File: src/rtl/sum_accum_pkg.sv
// Shared datapath definitions: FSM state encoding and clog2 helper.
// Reused by datapath blocks that accumulate or buffer results.
package sum_accum_pkg;

  typedef enum logic {
    ACC = 1'b0,
    OUT = 1'b1
  } state_t;

  function automatic int clog2(input int v);
    int r;
    int x;
    r = 0;
    x = v - 1;
    while (x > 0) begin
      r++;
      x = x >> 1;
    end
    return r;
  endfunction

endpackage

File: src/rtl/sum_accum_stage.sv
// Accumulates NUM_SAMPLES adder sums (valid/ready in) and holds the total
// with a sticky overflow flag until taken (valid/ready out). Clk, Rst, clr.
module sum_accum_stage
  import sum_accum_pkg::*;
#(
  parameter int DATAWIDTH   = 2,
  parameter int ACCWIDTH    = 8,
  parameter int NUM_SAMPLES = 4,
  localparam int CNTW       = clog2(NUM_SAMPLES + 1)
) (
  input  logic                Clk,
  input  logic                Rst,
  input  logic                clr,
  input  logic [DATAWIDTH:0]  sum,
  input  logic                sum_valid,
  output logic                sum_ready,
  output logic [ACCWIDTH-1:0] acc,
  output logic                acc_valid,
  input  logic                acc_ready,
  output logic                ovf,
  output logic [CNTW-1:0]     count
);

  localparam logic [CNTW-1:0] LAST = CNTW'(NUM_SAMPLES - 1);

  state_t              state_q, state_d;
  logic [ACCWIDTH-1:0] acc_q, acc_d;
  logic                ovf_q, ovf_d;
  logic                av_q, av_d;
  logic [CNTW-1:0]     cnt_q, cnt_d;
  logic                rdy_q;
  logic                accept;
  logic                complete;
  logic [ACCWIDTH:0]   nxt;

  // Extra bit keeps the carry out of the accumulator.
  assign nxt = {1'b0, acc_q} + (ACCWIDTH + 1)'(sum);

  assign sum_ready = rdy_q & (state_q == ACC) & ~clr;
  assign accept    = sum_valid & sum_ready;
  assign complete  = av_q & acc_ready;

  always_comb begin
    state_d = state_q;
    acc_d   = acc_q;
    ovf_d   = ovf_q;
    av_d    = av_q;
    cnt_d   = cnt_q;
    if (clr) begin
      state_d = ACC;
      acc_d   = '0;
      ovf_d   = 1'b0;
      av_d    = 1'b0;
      cnt_d   = '0;
    end else begin
      unique case (state_q)
        ACC: begin
          if (accept) begin
            acc_d = nxt[ACCWIDTH-1:0];
            ovf_d = ovf_q | nxt[ACCWIDTH];
            cnt_d = cnt_q + CNTW'(1);
            if (cnt_q == LAST) begin
              state_d = OUT;
              av_d    = 1'b1;
            end
          end
        end
        OUT: begin
          if (complete) begin
            state_d = ACC;
            acc_d   = '0;
            ovf_d   = 1'b0;
            av_d    = 1'b0;
            cnt_d   = '0;
          end
        end
        default: ;
      endcase
    end
  end

  always_ff @(posedge Clk or negedge Rst) begin
    if (!Rst) begin
      state_q <= ACC;
      acc_q   <= '0;
      ovf_q   <= 1'b0;
      av_q    <= 1'b0;
      cnt_q   <= '0;
      rdy_q   <= 1'b0;
    end else begin
      state_q <= state_d;
      acc_q   <= acc_d;
      ovf_q   <= ovf_d;
      av_q    <= av_d;
      cnt_q   <= cnt_d;
      rdy_q   <= 1'b1;
    end
  end

  assign acc       = acc_q;
  assign acc_valid = av_q;
  assign ovf       = ovf_q;
  assign count     = cnt_q;

endmodule

File: config.mk
export PLATFORM = sky130hd
export DESIGN_NAME = sum_accum_stage
export DESIGN_NICKNAME = d
export VERILOG_FILES = /design/src/rtl/sum_accum_pkg.sv /design/src/rtl/sum_accum_stage.sv
export SDC_FILE = /design/constraint.sdc
export NUM_CORES = 1
export LEC_CHECK = 0
export ABC_CLOCK_PERIOD_IN_PS = 2200
export CELL_PAD_IN_SITES_DETAIL_PLACEMENT = 1
export CELL_PAD_IN_SITES_GLOBAL_PLACEMENT = 2
export CORE_AREA = 2 2 51 53
export CTS_CLUSTER_SIZE = 20
export DETAILED_ROUTE_END_ITERATION = 16
export DIE_AREA = 0 0 53 55
export DONT_BUFFER_PORTS = 1
export PLACE_DENSITY_LB_ADDON = 0.1
export SYNTH_ARGS = -nofsm -noshare
export SYNTH_HDL_FRONTEND = slang
export SYNTH_SLANG_ARGS = --single-unit
File: constraint.sdc
create_clock -name Clk -period 2.2 [get_ports Clk]
set_input_delay 0.11 -clock Clk [delete_from_list [all_inputs] [get_ports Clk]]
set_output_delay 0.11 -clock Clk [all_outputs]
set_load 0.02 [all_outputs]
==> impl_metrics.json <==
{
  "setup-violations-final": 0,
  "relSlewSlack_pct": 51.8,
  "worst_pin_slew_ns": 0.720,
  "finalSetupTns_ns": 0,
  "row_count": 18,
  "gr-usage-all-layers_pct": 13.2,
  "gr-usage-met1_pct": 16.8,
  "multiInputGateArea_um2": 415,
  "ant_nets": 0,
  "final_common_cell": "dfrtp_1",
  "use_met3_pct": 4.84,
  "cp_max_fo": 3,
  "synthTopCellsByArea": "dfrtp_1 46%, ha_1 7.7%, nand2_1 6.0%",
  "fin_crit_sh_pct": 79.3,
  "drive_gt1_share_pct": 9.41,
  "final_max_slew_viol_count": 0,
  "synth_cells": 79,
  "grtUsageMet2_pct": 19.2,
  "n_antenna_cell": 0,
  "cts_resized": 0,
  "seqPwrFrac_pct": 58.2,
  "syn-cell-area_um2": 812,
  "grt_max_degree": 16,
  "route.detailed.drc": 0,
  "finalWirelength_mm": 1.66,
  "timing.critical_path.required_ns": 2.38,
  "grt-busiest-layer": "met2",
  "ys_seq_area_share_pct": 46.2,
  "status": "complete, no violations",
  "h-tree-depth": 1,
  "critical-path-top-delay-family": "adder cells",
  "crit_buf_inv": 0,
  "pwr_density_cell_nw_per_um2": 570,
  "nets": 100,
  "skew_ns": 0.00864,
  "antenna_found_initial": 0,
  "clkPwrFrac_pct": 30.6,
  "synth_area_per_cell_um2": 10.3,
  "hold_path.class": "input pin to register",
  "switchingPower_uw": 136,
  "grt_pass1_vias": 591,
  "worst-setup-path-type": "register to register",
  "slowest_delay_ns": 0.47,
  "clk_latency_ns": 0.28,
  "max_cap_violations": 0,
  "power.total_uw": 513,
  "combinationalPowerShare_pct": 11.2,
  "cts_max_path_buffers": 2,
  "cts.root.buffer_cell": "clkbuf_4",
  "cp_slowest_cell": "dfrtp_1",
  "cts.clk_slew.worst_paths_ns": 0.09,
  "cp.arrival_ns": 1.93,
  "fillers": 282,
  "synth_top_area_cell": "dfrtp_1",
  "drt_iter0_drc": 3,
  "die_w_um": 53,
  "cts_buffers": 3,
  "max_freq_ghz": 0.574,
  "core_area_um2": 2360,
  "ioPinCount": 22,
  "rsz0062_at_grt": "no",
  "dr.pass1.iters": 3,
  "syn-num-nets": 93,
  "ir_drop_uv": 366,
  "dieArea_um2": 2920,
  "power.internal_uw": 378,
  "regArea_um2": 375,
  "p_sw_share_pct": 26.5,
  "syn_to_final_growth_pct": 10.9,
  "synth_top_area_share_pct": 46.2,
  "die_y_um": 55,
  "start_kind": "register",
  "start_util_pct": 34.3,
  "tritoncts": "built",
  "synth_cell_types": 28,
  "wl_per_cell_um": 14.5,
  "grt_pass1_wl_mm": 2.66,
  "yosysWarnings": 0,
  "crit_chain": "ha_1 -> fa_1 -> a21o_1 -> o311ai_2 -> xor2_1 -> nor2_1",
  "final-hold-violation-count": 0,
  "layout_min_cycle_time_ns": 1.74,
  "critical_path.endpoint_type": "register",
  "portBuffers": 0,
  "ys_ff_latch": 15,
  "gp_congestion": 0.650,
  "dp_hpwl_mm": 1.30,
  "final_cell_mix": "15 x dfrtp_1, 13 x nand2_1, 6 x nor2_1",
  "tritoncts_num_sinks": 15,
  "overflow": 0,
  "vias_per_cell": 5.05,
  "p_leak_uw": 0.000432,
  "num_vias": 581
}
## registers in the layout, indices dropped and copies added (netlist names)
signal,cells
rdy_q,1
acc_valid,1
acc,8
count,3
state_q,1
ovf,1
## power by group through the flow
stage / Combinational (µW) / Clock [µW] / Sequential (µW)
2_1_floorplan: 40.1 / 0 / 302
3_3_place_gp: 49.2 / 0 / 304
3_5_place_dp: 50.7 / 0 / 304
4_1_cts: 59.8 / 168 / 299
5_1_grt: 67.8 / 180 / 300
6_report: 57.5 / 157 / 299
## cell type report
cell class                      count  share of cell area [%]
Clock buffer                        4                    2.92
Sequential cell                    15                    41.7
Tap cell                           30                    4.17
Timing Repair Buffer                4                    3.89
Inverter                            3                    1.25
Multi-Input combinational cell     59                    46.1
## Yosys cell counts (all sizes together)
cell type and count:
dfrtp 15, and4bb 1, buf 2, a21boi 1, a21oi 1, ha 5, fa 1, a22o 1
nand2 13, and3b 1, and3 2, o31ai 1, nor2 6, mux2i 4, a32o 1, o311ai 1
nor3b 1, nand3 3, o21ai 4, nand4 2, inv 3, xnor2 2, xor2 2, a21o 1
or2 2, conb 1, nand2b 2
## routing by layer
layer  vias up  part of all wire (%)
met1       282                    46
li1        284                     -
met3         2                   5.7
met5         -                     0
met2        13                    47
met4         0                  0.90
## metrics by stage
step                utilization, %  instances  worst slack, ns  hold WS (ns)  cell area, µm²
floorplan                        -         79            0.543        -0.186             812
global placement              36.1        109            0.480        -0.185             855
detailed placement            36.1        109            0.434        -0.185             855
CTS                           38.1        115            0.430        0.0180             901
global route                  38.1        115            0.348        0.0330             901
finish                        38.1        115            0.456        0.0300             901
## logic make-up after synthesis
family,after synthesis,share of synthesized area (%)
adders and majority gates,6,10.2
and+or+nand+nor,33,20.6
buffers and inverters,5,2.62
muxes,4,4.93
other,1,0.462
AOI/OAI and AO/OA,11,10.6
xor gates and xnor gates,4,4.32
DFF,15,46.2
## final timing paths
| check | cells past startpoint | startpoint | to | slack (ns) |
|---|---|---|---|---|
| setup reg to reg | 6 | acc[0] | acc[6] | 0.46 |
| setup / recovery | 6 | acc[0] | acc[6] | 0.46 |
| min in group asynchronous | 1 | Rst | acc[2] | 0.32 |
| hold / removal | 2 | clr | state_q | 0.03 |
| max in group asynchronous | 1 | Rst | count[2] | 1.42 |
| hold reg to reg | 1 | state_q | state_q | 0.65 |
## timing repair
action | CTS | global route
hold buffers | 2 | 0
buffers inserted | 0 | 0
endpoints found under the hold margin | 17 | 0
## worst reg2reg max path, cell delays in order, from the launching register on
cell      delay, ns
dfrtp_1        0.47
ha_1           0.25
fa_1           0.40
a21o_1         0.20
o311ai_2       0.09
xor2_1         0.18
nor2_1         0.05
(Power assumes the default switching activity.)
